## src/rtl/ps2_key_filter.sv

```systemverilog
// ps2_key_filter
//   Turns the PS/2 receiver's byte stream into decoded key events. It tracks the
//   make, break (F0) and extended (E0) prefixes. Events whose code is in the
//   accepted key set and whose type (make/break) is enabled are queued in a small
//   first-word-fall-through FIFO for the command decoder downstream.
//
// Parameters
//   FIFO_AW      FIFO address width; depth = 2**FIFO_AW entries
//   REPORT_MAKE  1 = enqueue make events
//   REPORT_BREAK 1 = enqueue break events
//   ACCEPT_ALL   1 = skip the accepted-key table; every non-special code is accepted
//
// Ports
//   CLK       in   system clock, rising edge
//   reset     in   synchronous active-high reset; clears all state
//   tick      in   one-cycle strobe qualifying din
//   din       in   received scan byte
//   rd_en     in   pop the FIFO head; ignored when empty
//   rx_tick   out  one-cycle pulse, the cycle after an event is written
//   dout      out  FIFO head {ext, brk, code}; 10'h000 when empty
//   empty     out  FIFO empty
//   full      out  FIFO full
//   overflow  out  sticky; an accepted event was dropped because the FIFO was full
//   count     out  FIFO occupancy
module ps2_key_filter #(
  parameter int unsigned FIFO_AW      = 2,
  parameter int unsigned REPORT_MAKE  = 0,
  parameter int unsigned REPORT_BREAK = 1,
  parameter int unsigned ACCEPT_ALL   = 0
) (
  input  logic               CLK,
  input  logic               reset,
  input  logic               tick,
  input  logic [7:0]         din,
  input  logic               rd_en,
  output logic               rx_tick,
  output logic [9:0]         dout,
  output logic               empty,
  output logic               full,
  output logic               overflow,
  output logic [FIFO_AW:0]   count
);

  localparam int unsigned     Depth    = 1 << FIFO_AW;
  localparam logic [FIFO_AW:0] DepthCnt = (FIFO_AW + 1)'(Depth);

  localparam logic [7:0] CodeExt = 8'hE0;
  localparam logic [7:0] CodeBrk = 8'hF0;

  typedef enum logic [1:0] {StIdle, StExt, StBrk} state_e;

  // ---------------------------------------------------------------------------
  // Byte classification
  // ---------------------------------------------------------------------------
  logic is_ext_pfx;
  logic is_brk_pfx;
  logic is_special;
  logic in_table;
  logic is_accepted;

  assign is_ext_pfx = (din == CodeExt);
  assign is_brk_pfx = (din == CodeBrk);

  // Keyboard responses and error codes; they never form a key event and they
  // abandon any pending prefix.
  assign is_special = din inside {8'h00, 8'hAA, 8'hEE, 8'hFA, 8'hFC, 8'hFD, 8'hFE, 8'hFF};

  // Digits 1..0, letters H A P I Y N G R, Enter.
  assign in_table = din inside {8'h16, 8'h1E, 8'h26, 8'h25, 8'h2E, 8'h36, 8'h3D, 8'h3E,
                                8'h46, 8'h45,
                                8'h33, 8'h1C, 8'h4D, 8'h43, 8'h35, 8'h31, 8'h34, 8'h2D,
                                8'h5A};

  assign is_accepted = (ACCEPT_ALL != 0) || in_table;

  // ---------------------------------------------------------------------------
  // FSM state and event decode
  // ---------------------------------------------------------------------------
  state_e state_q;
  logic   ext_q;

  logic   evt_valid;
  logic   evt_ext;
  logic   evt_brk;
  logic   report_ok;
  logic   evt_want;
  logic   wr_en;
  logic   rd_do;
  logic   drop;
  logic [9:0] evt_data;

  // Any tick that is neither a prefix nor a special code completes an event,
  // whatever state the FSM is in.
  assign evt_valid = tick && !is_ext_pfx && !is_brk_pfx && !is_special;
  assign evt_brk   = (state_q == StBrk);
  assign evt_ext   = (state_q == StExt) || ((state_q == StBrk) && ext_q);
  assign evt_data  = {evt_ext, evt_brk, din};

  assign report_ok = evt_brk ? (REPORT_BREAK != 0) : (REPORT_MAKE != 0);
  assign evt_want  = evt_valid && is_accepted && report_ok;

  // A read in the same cycle frees a slot in a full FIFO.
  assign rd_do = rd_en && !empty;
  assign wr_en = evt_want && (!full || rd_en);
  assign drop  = evt_want && full && !rd_en;

  logic rx_tick_q;
  logic overflow_q;

  always_ff @(posedge CLK) begin
    if (reset) begin
      state_q    <= StIdle;
      ext_q      <= 1'b0;
      rx_tick_q  <= 1'b0;
      overflow_q <= 1'b0;
    end else begin
      rx_tick_q <= wr_en;
      if (drop) begin
        overflow_q <= 1'b1;
      end
      if (tick) begin
        unique case (state_q)
          StIdle: begin
            if (is_ext_pfx) begin
              state_q <= StExt;
              ext_q   <= 1'b1;
            end else if (is_brk_pfx) begin
              state_q <= StBrk;
              ext_q   <= 1'b0;
            end else begin
              state_q <= StIdle;
              ext_q   <= 1'b0;
            end
          end
          StExt: begin
            if (is_brk_pfx) begin
              state_q <= StBrk;
            end else if (is_ext_pfx) begin
              state_q <= StExt;
            end else begin
              state_q <= StIdle;
              ext_q   <= 1'b0;
            end
          end
          StBrk: begin
            if (is_brk_pfx) begin
              state_q <= StBrk;
            end else if (is_ext_pfx) begin
              // A fresh E0 after F0 means the stream resynchronised on a new key.
              state_q <= StExt;
              ext_q   <= 1'b1;
            end else begin
              state_q <= StIdle;
              ext_q   <= 1'b0;
            end
          end
          default: begin
            state_q <= StIdle;
            ext_q   <= 1'b0;
          end
        endcase
      end
    end
  end

  // ---------------------------------------------------------------------------
  // First-word-fall-through FIFO
  // ---------------------------------------------------------------------------
  logic [9:0]         mem_q [Depth];
  logic [FIFO_AW-1:0] wr_ptr_q;
  logic [FIFO_AW-1:0] rd_ptr_q;
  logic [FIFO_AW:0]   count_q;

  // Storage has no reset; only the pointers and occupancy define what is valid.
  always_ff @(posedge CLK) begin
    if (!reset && wr_en) begin
      mem_q[wr_ptr_q] <= evt_data;
    end
  end

  always_ff @(posedge CLK) begin
    if (reset) begin
      wr_ptr_q <= '0;
      rd_ptr_q <= '0;
      count_q  <= '0;
    end else begin
      if (wr_en) begin
        wr_ptr_q <= wr_ptr_q + 1'b1;
      end
      if (rd_do) begin
        rd_ptr_q <= rd_ptr_q + 1'b1;
      end
      unique case ({wr_en, rd_do})
        2'b10:   count_q <= count_q + 1'b1;
        2'b01:   count_q <= count_q - 1'b1;
        default: count_q <= count_q;
      endcase
    end
  end

  assign empty    = (count_q == '0);
  assign full     = (count_q == DepthCnt);
  assign count    = count_q;
  assign dout     = empty ? 10'h000 : mem_q[rd_ptr_q];
  assign rx_tick  = rx_tick_q;
  assign overflow = overflow_q;

endmodule

```

## config.mk

```make
export PLATFORM = sky130hd
export DESIGN_NAME = ps2_key_filter
export DESIGN_NICKNAME = d
export VERILOG_FILES = /design/src/rtl/ps2_key_filter.sv
export SDC_FILE = /design/constraint.sdc
export NUM_CORES = 1
export LEC_CHECK = 0
export CAP_MARGIN = 30
export CORE_UTILIZATION = 40
export DETAILED_ROUTE_END_ITERATION = 7
export DONT_BUFFER_PORTS = 1
export HOLD_SLACK_MARGIN = 0.08
export PLACE_DENSITY = 0.6
export SKIP_CTS_REPAIR_TIMING = 1
export SLEW_MARGIN = 20
export SYNTH_ARGS = -nofsm -noshare
export SYNTH_HDL_FRONTEND = slang
export SYNTH_SLANG_ARGS = --single-unit
```

## constraint.sdc

```tcl
create_clock -name CLK -period 9 [get_ports CLK]
set_input_delay 1.35 -clock CLK [delete_from_list [all_inputs] [get_ports CLK]]
set_output_delay 1.35 -clock CLK [all_outputs]
set_load 0.01 [all_outputs]
```

==> Word level (Yosys, flattened, before mapping) <==
Memories as Yosys holds them, arrays and structs flattened. A register that Yosys moved wholly into a read port is not among the register bits.
Cells that the tools add are included.
{ "op_classes": {"add_sub_neg": 4, "n_eq_ne": 36, "muxes": 17, "reduce_logical": 28} }
{ "op_table": {"columns": ["operator", "count"], "rows": [
  ["8-bit by 6-bit == test with 1-bit output (second input constant)", 11],
  ["8-bit == test (second input constant)", 9],
  ["8-bit by 7-bit == test with 1-bit output (second input constant)", 5],
  ["8-bit by 5-bit == test with 1-bit output (second input constant)", 3],
  ["19-bit nonzero test", 1],
  ["1-bit logical AND", 11],
  ["10-bit two-way mux", 1],
  ["2-bit two-way mux", 5],
  ["8-bit logical NOT", 1],
  ["1-bit two-way mux", 8],
  ["8-bit nonzero test", 1],
  ["1-bit logical NOT", 7],
  ["2-bit inequality test (second input constant)", 3],
  ["3-bit one-hot mux with 2 select lines", 1],
  ["2-bit by 1-bit adder with 2-bit output (second input constant)", 2],
  ["2-bit by 1-bit == test with 1-bit output (second input constant)", 2],
  ["2-bit == test (second input constant)", 2],
  ["2-bit one-hot mux with 2 select lines", 1],
  ["4-bit AND reduction", 1],
  ["3-bit by 1-bit adder with 3-bit output (second input constant)", 1],
  ["3-bit == test (second input constant)", 1],
  ["3-bit logical NOT", 1],
  ["1-bit one-hot mux with 3 select lines", 1],
  ["3-bit by 1-bit subtractor with 3-bit output (second input constant)", 1],
  ["4 further kinds", 5]
]} }
{ "word_totals": {"register_bits": 12, "mem_bits_rw": 40, "input_bits": 12, "mem_count": 1} }
{ "memory_table": {"columns": ["memory", "depth", "word_bits", "read_ports", "rd_clocked_by_memory_dff", "wr", "line", "rtl"], "rows": [
  ["mem_q", 4, 10, 1, 1, 1, "169", "logic [9:0] mem_q [Depth];"]
]} }

==> Depth between registers and ports, before layout <==
{ "depth": {"depth_word": 11, "mapped_depth": 13, "mapped_depth_nobuf": 13} }

==> Least setup slack after synthesis <==
OpenSTA, ideal clock, no wires.
{ "synth_path": {"path_kind": "input port to flip-flop", "startpoint": "input port din[6]", "endpoint": "register count_q[2], in the netlist count[2]", "setup_time_ns": 0.071, "arrival_ns": 3.689, "required_ns": 8.929, "setup_slack_ns": 5.240, "cell_stages": 13, "n_path_buf": 1, "path_cell_list": "buf_6 or2_0 a32o_1 a221o_1 o211ai_2 nor2_2 inv_1 ha_1 inv_1 fa_1 xor2_1 or3_1 a21oi_1"} }
{ "synth_between": {"elab_chain_cells": 10, "elab_cells_between_ends": 44, "cone_classes": "30 x eq/ne; 1 x mux; 13 x reduce/logical"} }
{ "synth_rtl": {"columns": ["item", "line", "rtl"], "rows": [
  ["from (decl)", "34", "input logic [7:0] din,"],
  ["parallel branches: the longest is 5 deep, another holds 8-bit == test", null, null],
  ["1-bit logical AND (*) (2 in a row)", "100", "assign evt_want = evt_valid && is_accepted && report_ok;"],
  ["1-bit logical AND (*)", "104", "assign wr_en = evt_want && (!full || rd_en);"],
  ["2-bit by 1-bit == test with 1-bit output or 2-bit == test (tied branches)", "193", "unique case ({wr_en, rd_do})"],
  ["3-bit one-hot mux with 2 select lines or 2-bit nonzero test (tied branches)", null, null],
  ["to (signal assigned)", "194", "2'b10: count_q <= count_q + 1'b1;"],
  ["to (signal assigned)", "195", "2'b01: count_q <= count_q - 1'b1;"],
  ["to (signal assigned)", "196", "default: count_q <= count_q;"],
  ["to (decl)", "172", "logic [FIFO_AW:0] count_q;"]
]} }
Mark *: on every way between the ends.
A chain may end at the register's enable or synchronous reset.

==> Final worst setup path <==
{ "layout_path": {"startpoint": "input port din[5]", "endpoint": "register count_q[2], in the netlist count[2]"} }
Same word-level chain as after synthesis.

==> impl_metrics.ini <==
[worst_setup_path]
r2r_slack_ns = 6.37
timing.rr.start = state_q[0]
path_class = in -> reg
crit_slowest_cell = fa_1
cp_max_fo = 19
cp.required_ns = 9.24
critPathMaxStageDelay_ns = 0.37
rr_worst_depth = 13
reg2reg_to = count[2]
worst_setup_path_start_kind = primary input
cpMostUsedCell = inv_1
critPathCaptureType = register
arrival_ns = 3.76
crit_chain = or2_0, a32o_1, a221o_1, o211ai_2, nor2_2, inv_1, ha_1, inv_1, fa_1, xor2_1, or3_1, a21oi_1

[place]
place.gp.congestion = 0.834
dpl-instance-area_sq_um = 2650
port_buffers = 0
hpwl_um = 3110

[worst_hold_path]
min_path_cells = 2
hp-class = reg -> reg
whs_endpoint = overflow
min_from = overflow

[detailed_routing]
first_iter_violations = 75
antenna_left = 0
via_count = 1505
post_drt_wl_per_cell_um = 17.0
wirelength_um = 4690
firstDrtPassIters = 4
drc = 0
viasPerCell = 5.45

[yosys]
synth.distinct_cells = 50
postSynthAreaPerCell_sq_um = 13.0
syn_area_sq_um = 2610
synthTopCellsByArea = edfxtp_1 46%, dfxtp_1 11%, mux4_2 8.6%
synth_edf_count = 40
synth_area_leader_cell = edfxtp_1
ys_warn_count = 0
synthCells = 201
ys_seq_elements = 54
seq_area_frac_synth_pct = 56.8
yosysMostFrequentCell = edfxtp_1
yosysTopAreaCellShare_pct = 46.0
ys_async_sr_fraction_pct = 0
syn-num-nets = 223
ys_top_cells_by_count = 40 x edfxtp_1, 14 x dfxtp_1, 14 x nor2_1, 14 x nor2b_1, 11 x inv_1
synthFlopType = edfxtp_1

[clock_tree]
cts-root-buf = clkbuf_8
htree_levels = 2
cts.sinks = 54
clk_latency_ns = 0.30
cts_buffers = 5
ctsLongestPathBuffers = 2
cts_tree = done
clkTransAtPathRegs_ns = 0.09

[global_route]
grt_usage_pct = 14.8
grt_pass1_vias = 1434
grt_pass1_wl_um = 7250
gr-total-overflow = 0
antenna_found_initial = 0
grt_max_degree = 20

[run_status]
run_status = finished, final reports clean

[timing]
hold_viol = 0
setup_viol = 0
tightestPinTransition_ns = 0.701
clock_skew_ns = 0.00360
tns_ns = 0
final_max_slew_viol_count = 0
grt_setup_unrepaired = no
layout_min_cycle_time_ns = 3.52
fmaxAchievable_ghz = 0.284
period_share_pct = 39.1
relSlewSlack_pct = 53.2

[power_and_ir_drop]
leakagePower_nw = 0.879
p_per_area_nw_per_um2 = 157
peakVddDrop_mv = 0.0715

[finish]
final.fill_count = 599
nets = 220
seq_area_sq_um = 1480
drive_above_1_share_pct = 13.1
num_antenna_cells = 0
synthToLayoutAreaGrowth_pct = 5.99
fin_area_sq_um = 2770
multi_input_area_sq_um = 1030

[die]
fp.dieH_um = 82.8
ios = 29
dieWidth_um = 82.8
rows = 29
start_util_pct = 41.3
coreArea_sq_um = 6310
fp.dieArea_sq_um = 6850

[flow_run]
max_cap_viol_count = 0
worst max path at each step:
stage / from / endpoint / slack, ns / depth (start not counted)
floorplan: din[6] / count[2] / 5.24 / 13
global placement: din[5] / count[2] / 5.27 / 12
detailed placement: din[5] / count[2] / 5.19 / 12
CTS: din[5] / count[2] / 5.51 / 12
global route: din[5] / count[2] / 5.33 / 12
finish: din[5] / count[2] / 5.48 / 12
power by group:
group          internal [mW]  switching (mW)
Combinational        0.00441         0.00319
Sequential             0.266       0.0000251
Clock                 0.0831          0.0785
layout by cell type (no fill, tap or decap), types with 3 or more instances in the layout:
master,n
nor2b_1,14
ha_1,9
dfxtp_1,14
nor2_1,14
nand2_1,10
xor2_1,3
nand2b_1,5
and2_1,4
o21ai_0,3
inv_1,11
nor3_1,3
or3_1,4
edfxtp_1,40
nor3b_1,3
clkbuf_8,5
nand3_1,3
a21oi_1,5
mux4_2,10
worst max-delay path: cells and delay by family:
kind                     cells  cell delay, ns
AO/OA/AOI/OAI                4            0.95
AND/OR/NAND/NOR              3            0.62
adder cells (fa/ha/maj)      2            0.53
XOR/XNOR                     1            0.16
buffers and inverters        2            0.13
sequential cells by signal, indices dropped and copies added (netlist names), named ones only:
register	count
mem_q	40
count	3
rd_ptr_q	2
state_q	2
wr_ptr_q	2
ext_q	1
overflow	1
rx_tick	1
stage by stage:
step / hold WS, ns / util (%) / std cells / power, mW / setup slack, ns
after CTS: 0.505 / 43.7 / 275 / 0.439 / 5.51
after global placement: 0.475 / 42.0 / 267 / 0.279 / 5.27
final: 0.500 / 43.8 / 276 / 0.435 / 5.48
after global routing: 0.533 / 43.8 / 276 / 0.448 / 5.33
after floorplan: 0.457 / - / 201 / 0.283 / 5.24
after detailed placement: 0.484 / 42.0 / 267 / 0.279 / 5.19
logic make-up after synthesis:
kind of cell               count (synthesis)  synth area share, %
adders and majority gates                 10                 5.08
and+or+nand+nor                           76                 16.7
xor gates and xnor gates                   4                 1.34
AOI/OAI and AO/OA                         23                 6.57
buffers and inverters                     22                 3.98
muxes                                     12                 9.59
DFF                                       54                 56.8
layout make-up:
| type | instances | area share (%) |
|---|---|---|
| clock buffers | 6 | 2.62 |
| clock inverters | 2 | 1.36 |
| inverters | 11 | 1.49 |
| multi-input cells | 125 | 37.2 |
| flip-flops and latches | 54 | 53.6 |
| well taps | 77 | 3.48 |
| repair buffers | 1 | 0.271 |
routing by layer:
layer | GRT usage, % | share of wire, %
met1 | 20.1 | 47
met2 | 22.1 | 45
met3 | 3.72 | 6.3
met4 | 6.55 | 1.5
met5 | 0 | 0
(Power assumes the default switching activity.)
